File: src/rtl/uart_pkg.sv
// Shared UART definitions used by both the receive and transmit sides.
//   DEF_CLK_FREQ / DEF_BAUD : default system clock (Hz) and line rate (bit/s)
//   FRAME_BITS              : data bits per 8N1 frame
//   uart_state_e            : receiver/transmitter frame state
package uart_pkg;

   localparam int unsigned DEF_CLK_FREQ = 100_000_000;
   localparam int unsigned DEF_BAUD     = 19_200;
   localparam int unsigned FRAME_BITS   = 8;

   typedef enum logic [2:0] {
      IDLE,
      START,
      DATA,
      STOP,
      BREAK
   } uart_state_e;

endpackage

File: src/rtl/sync_2ff.sv
// Two-flop synchronizer for a single asynchronous input.
//   clk    : destination clock
//   rst_n  : asynchronous active-low reset, both flops load RST_VAL
//   d      : asynchronous input
//   q      : synchronized output (two clk cycles of latency)
module sync_2ff #(
   parameter logic RST_VAL = 1'b1
) (
   input  logic clk,
   input  logic rst_n,
   input  logic d,
   output logic q
);

   logic meta;

   always_ff @(posedge clk or negedge rst_n) begin
      if (!rst_n) begin
         meta <= RST_VAL;
         q    <= RST_VAL;
      end else begin
         meta <= d;
         q    <= meta;
      end
   end

endmodule

File: src/rtl/uart_rx_ctrl.sv
// 8N1 UART receiver.
//   clk       : system clock, rising edge
//   rst_n     : asynchronous active-low reset
//   uart_rx   : asynchronous serial line, idle high
//   data      : last correctly framed byte
//   valid     : one-cycle pulse when data is updated
//   frame_err : one-cycle pulse when the stop bit is sampled low
//   busy      : high whenever the receiver is not idle
module uart_rx_ctrl
   import uart_pkg::*;
#(
   parameter int unsigned CLK_FREQ = DEF_CLK_FREQ,
   parameter int unsigned BAUD     = DEF_BAUD
) (
   input  logic       clk,
   input  logic       rst_n,
   input  logic       uart_rx,
   output logic [7:0] data,
   output logic       valid,
   output logic       frame_err,
   output logic       busy
);

   localparam int unsigned BIT_TICKS  = CLK_FREQ / BAUD;
   localparam int unsigned HALF_TICKS = BIT_TICKS / 2;
   localparam int unsigned CW         = $clog2(BIT_TICKS);
   localparam int unsigned IW         = $clog2(FRAME_BITS);

   localparam logic [CW-1:0] BIT_LAST  = CW'(BIT_TICKS - 1);
   localparam logic [CW-1:0] HALF_LAST = CW'(HALF_TICKS - 1);
   localparam logic [IW-1:0] IDX_LAST  = IW'(FRAME_BITS - 1);

   generate
      if (BIT_TICKS < 4) begin : g_bad_ratio
         $error("uart_rx_ctrl: CLK_FREQ/BAUD must be at least 4");
      end
   endgenerate

   logic rx_s;

   uart_state_e          state_q, state_d;
   logic [CW-1:0]         cnt_q, cnt_d;
   logic [IW-1:0]         idx_q, idx_d;
   logic [FRAME_BITS-1:0] shreg_q, shreg_d;
   logic [FRAME_BITS-1:0] data_q, data_d;
   logic                  valid_q, valid_d;
   logic                  ferr_q, ferr_d;

   sync_2ff #(
      .RST_VAL(1'b1)
   ) u_sync (
      .clk  (clk),
      .rst_n(rst_n),
      .d    (uart_rx),
      .q    (rx_s)
   );

   always_ff @(posedge clk or negedge rst_n) begin
      if (!rst_n) begin
         state_q <= IDLE;
         cnt_q   <= '0;
         idx_q   <= '0;
         shreg_q <= '0;
         data_q  <= '0;
         valid_q <= 1'b0;
         ferr_q  <= 1'b0;
      end else begin
         state_q <= state_d;
         cnt_q   <= cnt_d;
         idx_q   <= idx_d;
         shreg_q <= shreg_d;
         data_q  <= data_d;
         valid_q <= valid_d;
         ferr_q  <= ferr_d;
      end
   end

   // The counter is cleared on every bit sample and on every state change,
   // so it never runs past BIT_TICKS-1 and cannot wrap.
   always_comb begin
      state_d = state_q;
      cnt_d   = cnt_q;
      idx_d   = idx_q;
      shreg_d = shreg_q;
      data_d  = data_q;
      valid_d = 1'b0;
      ferr_d  = 1'b0;

      unique case (state_q)
         IDLE: begin
            cnt_d = '0;
            if (!rx_s) begin
               state_d = START;
            end
         end

         // Sample the middle of the start bit; a high line here was a glitch.
         START: begin
            if (cnt_q == HALF_LAST) begin
               cnt_d = '0;
               if (!rx_s) begin
                  state_d = DATA;
                  idx_d   = '0;
               end else begin
                  state_d = IDLE;
               end
            end else begin
               cnt_d = cnt_q + 1'b1;
            end
         end

         DATA: begin
            if (cnt_q == BIT_LAST) begin
               cnt_d          = '0;
               shreg_d[idx_q] = rx_s;
               if (idx_q == IDX_LAST) begin
                  state_d = STOP;
               end else begin
                  idx_d = idx_q + 1'b1;
               end
            end else begin
               cnt_d = cnt_q + 1'b1;
            end
         end

         STOP: begin
            if (cnt_q == BIT_LAST) begin
               cnt_d = '0;
               if (rx_s) begin
                  data_d  = shreg_q;
                  valid_d = 1'b1;
                  state_d = IDLE;
               end else begin
                  ferr_d  = 1'b1;
                  state_d = BREAK;
               end
            end else begin
               cnt_d = cnt_q + 1'b1;
            end
         end

         // A line held low after a bad stop bit must not start a new frame.
         BREAK: begin
            cnt_d = '0;
            if (rx_s) begin
               state_d = IDLE;
            end
         end

         default: begin
            state_d = IDLE;
            cnt_d   = '0;
         end
      endcase
   end

   assign data      = data_q;
   assign valid     = valid_q;
   assign frame_err = ferr_q;
   assign busy      = (state_q != IDLE);

endmodule
File: config.mk
export PLATFORM = sky130hd
export DESIGN_NAME = uart_rx_ctrl
export DESIGN_NICKNAME = d
export VERILOG_FILES = /design/src/rtl/uart_pkg.sv /design/src/rtl/sync_2ff.sv /design/src/rtl/uart_rx_ctrl.sv
export SDC_FILE = /design/constraint.sdc
export NUM_CORES = 1
export LEC_CHECK = 0
export CAP_MARGIN = 10
export CORE_MARGIN = 3
export CORE_UTILIZATION = 60
export CTS_CLUSTER_SIZE = 20
export DETAILED_ROUTE_END_ITERATION = 10
export GPL_TIMING_DRIVEN = 0
export HOLD_SLACK_MARGIN = 0.12
export PLACE_DENSITY = 0.84
export SLEW_MARGIN = 20
export SYNTH_ARGS = -nofsm -noshare
export SYNTH_HDL_FRONTEND = slang
export SYNTH_SLANG_ARGS = --single-unit
File: constraint.sdc
create_clock -name clk -period 5 [get_ports clk]
set_input_delay 1.5 -clock clk [delete_from_list [all_inputs] [get_ports clk]]
set_output_delay 1.5 -clock clk [all_outputs]
set_load 0.05 [all_outputs]
==> qor.txt <==
layout cells sized above 1: 15.8%
MaxCap Viol Count: 0
CTS Buf Count: 5
Die Area: 3760 sq um
GRT overflow: 0
antenna violations before repair: 0
WHS Path Cells: 0
post-cts hold buffer count: 0
first-pass GRT wire length: 5.91 mm
RSZ-0062 raised after global routing: no
Core Util, Final: 74.7%
Avg Cell Area, Syn: 11.4 sq um
CP Capture Type: primary output
setup_tns: 0 ps
Crit path largest cell delay: 700 ps
TritonCTS clock tree: done
CTS HTree Levels: 2
Yosys cell types: 39
Hold Path Class: register to register
crit path time final: 3480 ps
Post-synth EDFFs: 0
vias in the first global route: 1309
main flop type after synthesis: dfrtp_1
Worst-path clk slew: 110 ps
number of remaining DRC errors: 0
Area growth syn-to-layout: 15.1%
Ports: 14
type of the worst setup path: register to primary output
Nets: 188
Starting Density: 64.8%
Reg2Reg Depth: 5
Fillers: 195
YS warnings: 0
Row Count: 19
Clock Latency Late Sink: 340 ps
sequential fraction of the synthesis area: 53.3%
worst vdd ir: 0.217 mV
Routed Wire Length: 3.49 mm
syn_nets: 167
Initial DRT Pass Iterations: 4
Critical Path RT: 3500 ps
antenna fix cells: 0
clock sinks: 39
Core ar.: 2830 sq um
Commonest cells post-synth: dfrtp_1, nor2_1, mux2_2, nand3_1
most numerous cell in the Yosys netlist: dfrtp_1
Die X: 61.3 um
Final period util: 69.6%
GRT Total Usage: 21.9%
Async SR Flop Fraction: 100%
ANT nets after route: 0
vias post-DR: 1350
fin. max-slew vios: 0
Worst setup SP type: register
synthesized cell area: 1830 sq um
cell chain of the critical path: clkbuf_1, or3_1, clkdlybuf4s50_1
clock root cell: clkbuf_4
CP max-delay cell: clkdlybuf4s50_1
Fin. Hold Viols: 0
CTS Buffer Depth: 2
gpl congestion: 0.888
PostCTS Resize Cnt: 0
post-synth top area share: 50.5%
Worst EP arrival: 1980 ps
post-CTS setup buffer count: 0
Final Setup Violations: 0
Yosys reg bits: 39
clock skew: 7.73 ps
CP max FO: 10
Worst R2R Setup Slack: 2710 ps
fmax: 287 MHz
WL per Instance: 16.3 um
largest net degree at the start of global routing: 21
post-synth top area cell: dfrtp_1
Die Span Y: 61.3 um
DP HPWL: 2.61 mm
Slew @ Worst Pin: 648 ps
P_leak: 0.935 nW
Vias/cell: 6.31
DRT iter0 DRCs: 77
Synth Instances: 161
IO Port Bufs: 13
status: completed
power per cell area: 259 nW/um^2
slew margin rel.: 56.4%
largest cells by area after synthesis: dfrtp_1, mux2_2, nor2_1, dfstp_2, mux2_1
==> worst max-delay path: cells and delay by family, from the launching register on <==
| family | cells | cell delay (ps) |
|---|---|---|
| simple gates | 1 | 340 |
| buf+inv | 2 | 900 |
| flops | 1 | 400 |
==> report_power, final <==
part,internal (mW),switching [mW]
combinational,0.00346,0.00748
clock,0.118,0.100
sequential,0.317,0.000615
==> metal layers <==
layer  up-vias  GRT usage (%)  part of all wire, %
met4         0           10.2                  2.1
li1        632              -                    -
met2        44           39.9                   55
met5         -              0                    0
met3         9           3.77                  4.0
met1       665           24.5                   39
==> path summary, 6_finish.rpt <==
kind	endpoint	startpoint
max in group asynchronous	u_sync.q	rst_n
worst min register to register	u_sync.q	u_sync.meta
worst max-delay path	busy	state_q[0]
worst min-delay path	u_sync.q	u_sync.meta
min in group asynchronous	shreg_q[1]	rst_n
worst max register to register	data[3]	cnt_q[3]
==> per-stage QoR <==
stage	instances	power (mW)	setup slack, ps	hold WS, ps	cell area, sq um
after global routing	214	0.571	1420	368	2110
final	214	0.547	1520	365	2110
after detailed placement	206	0.335	1900	349	2030
after CTS	214	0.553	1510	365	2110
after floorplan	161	0.324	2430	345	1830
after global placement	205	0.332	1650	346	2000
==> layout make-up <==
| cell class | count | area [sq um] | area share [%] |
|---|---|---|---|
| inverter | 3 | 11.3 | 0.533 |
| sequential | 39 | 978 | 46.3 |
| multi-input combinational | 112 | 817 | 38.7 |
| clock buffer | 6 | 51.3 | 2.43 |
| clock inverter | 2 | 35.0 | 1.66 |
| timing repair buffer | 14 | 153 | 7.23 |
| tap | 31 | 38.8 | 1.84 |
| buffer | 7 | 27.5 | 1.30 |
==> registers in the layout (all words and copies together), names as in the netlist <==
register and cells:
data 8, idx_q 3, u_sync.meta 1, shreg_q 8
state_q 3, u_sync.q 1, cnt_q 13, frame_err 1
valid 1
==> cells in the final DEF (no fill, tap or decap), types with 2 or more instances in the layout <==
master           instances
nand4bb_1                3
a22o_1                   2
xnor2_1                  4
buf_1                    2
nand4b_1                 3
mux2_1                   4
nor3_1                   6
nand2_1                  6
a21oi_1                  4
nor4_1                   3
dfrtp_1                 37
nor4b_1                  2
nor4b_2                  2
clkbuf_4                 5
dfstp_2                  2
nor2_1                  19
nand4_1                  5
ha_1                     3
buf_2                    2
or3_1                    3
nor2b_1                  3
nand3_1                  8
mux2_2                  12
clkbuf_1                 4
inv_1                    3
a32oi_1                  2
xor2_1                   5
clkdlybuf4s50_1         12
==> kinds of logic (layout without fill, tap and decap cells) <==
group,count (synthesis),in the layout,share of synthesized area (%)
XOR/XNOR,9,9,4.30
multiplexers,16,16,9.82
AO/OA/AOI/OAI,14,14,5.46
AND/OR/NAND/NOR,70,70,22.9
adder cells (fa/ha/maj),3,3,2.05
flip-flops,39,39,53.3
buffers and inverters,10,32,2.11
Note: power is estimated with default switching activity, not from simulation.
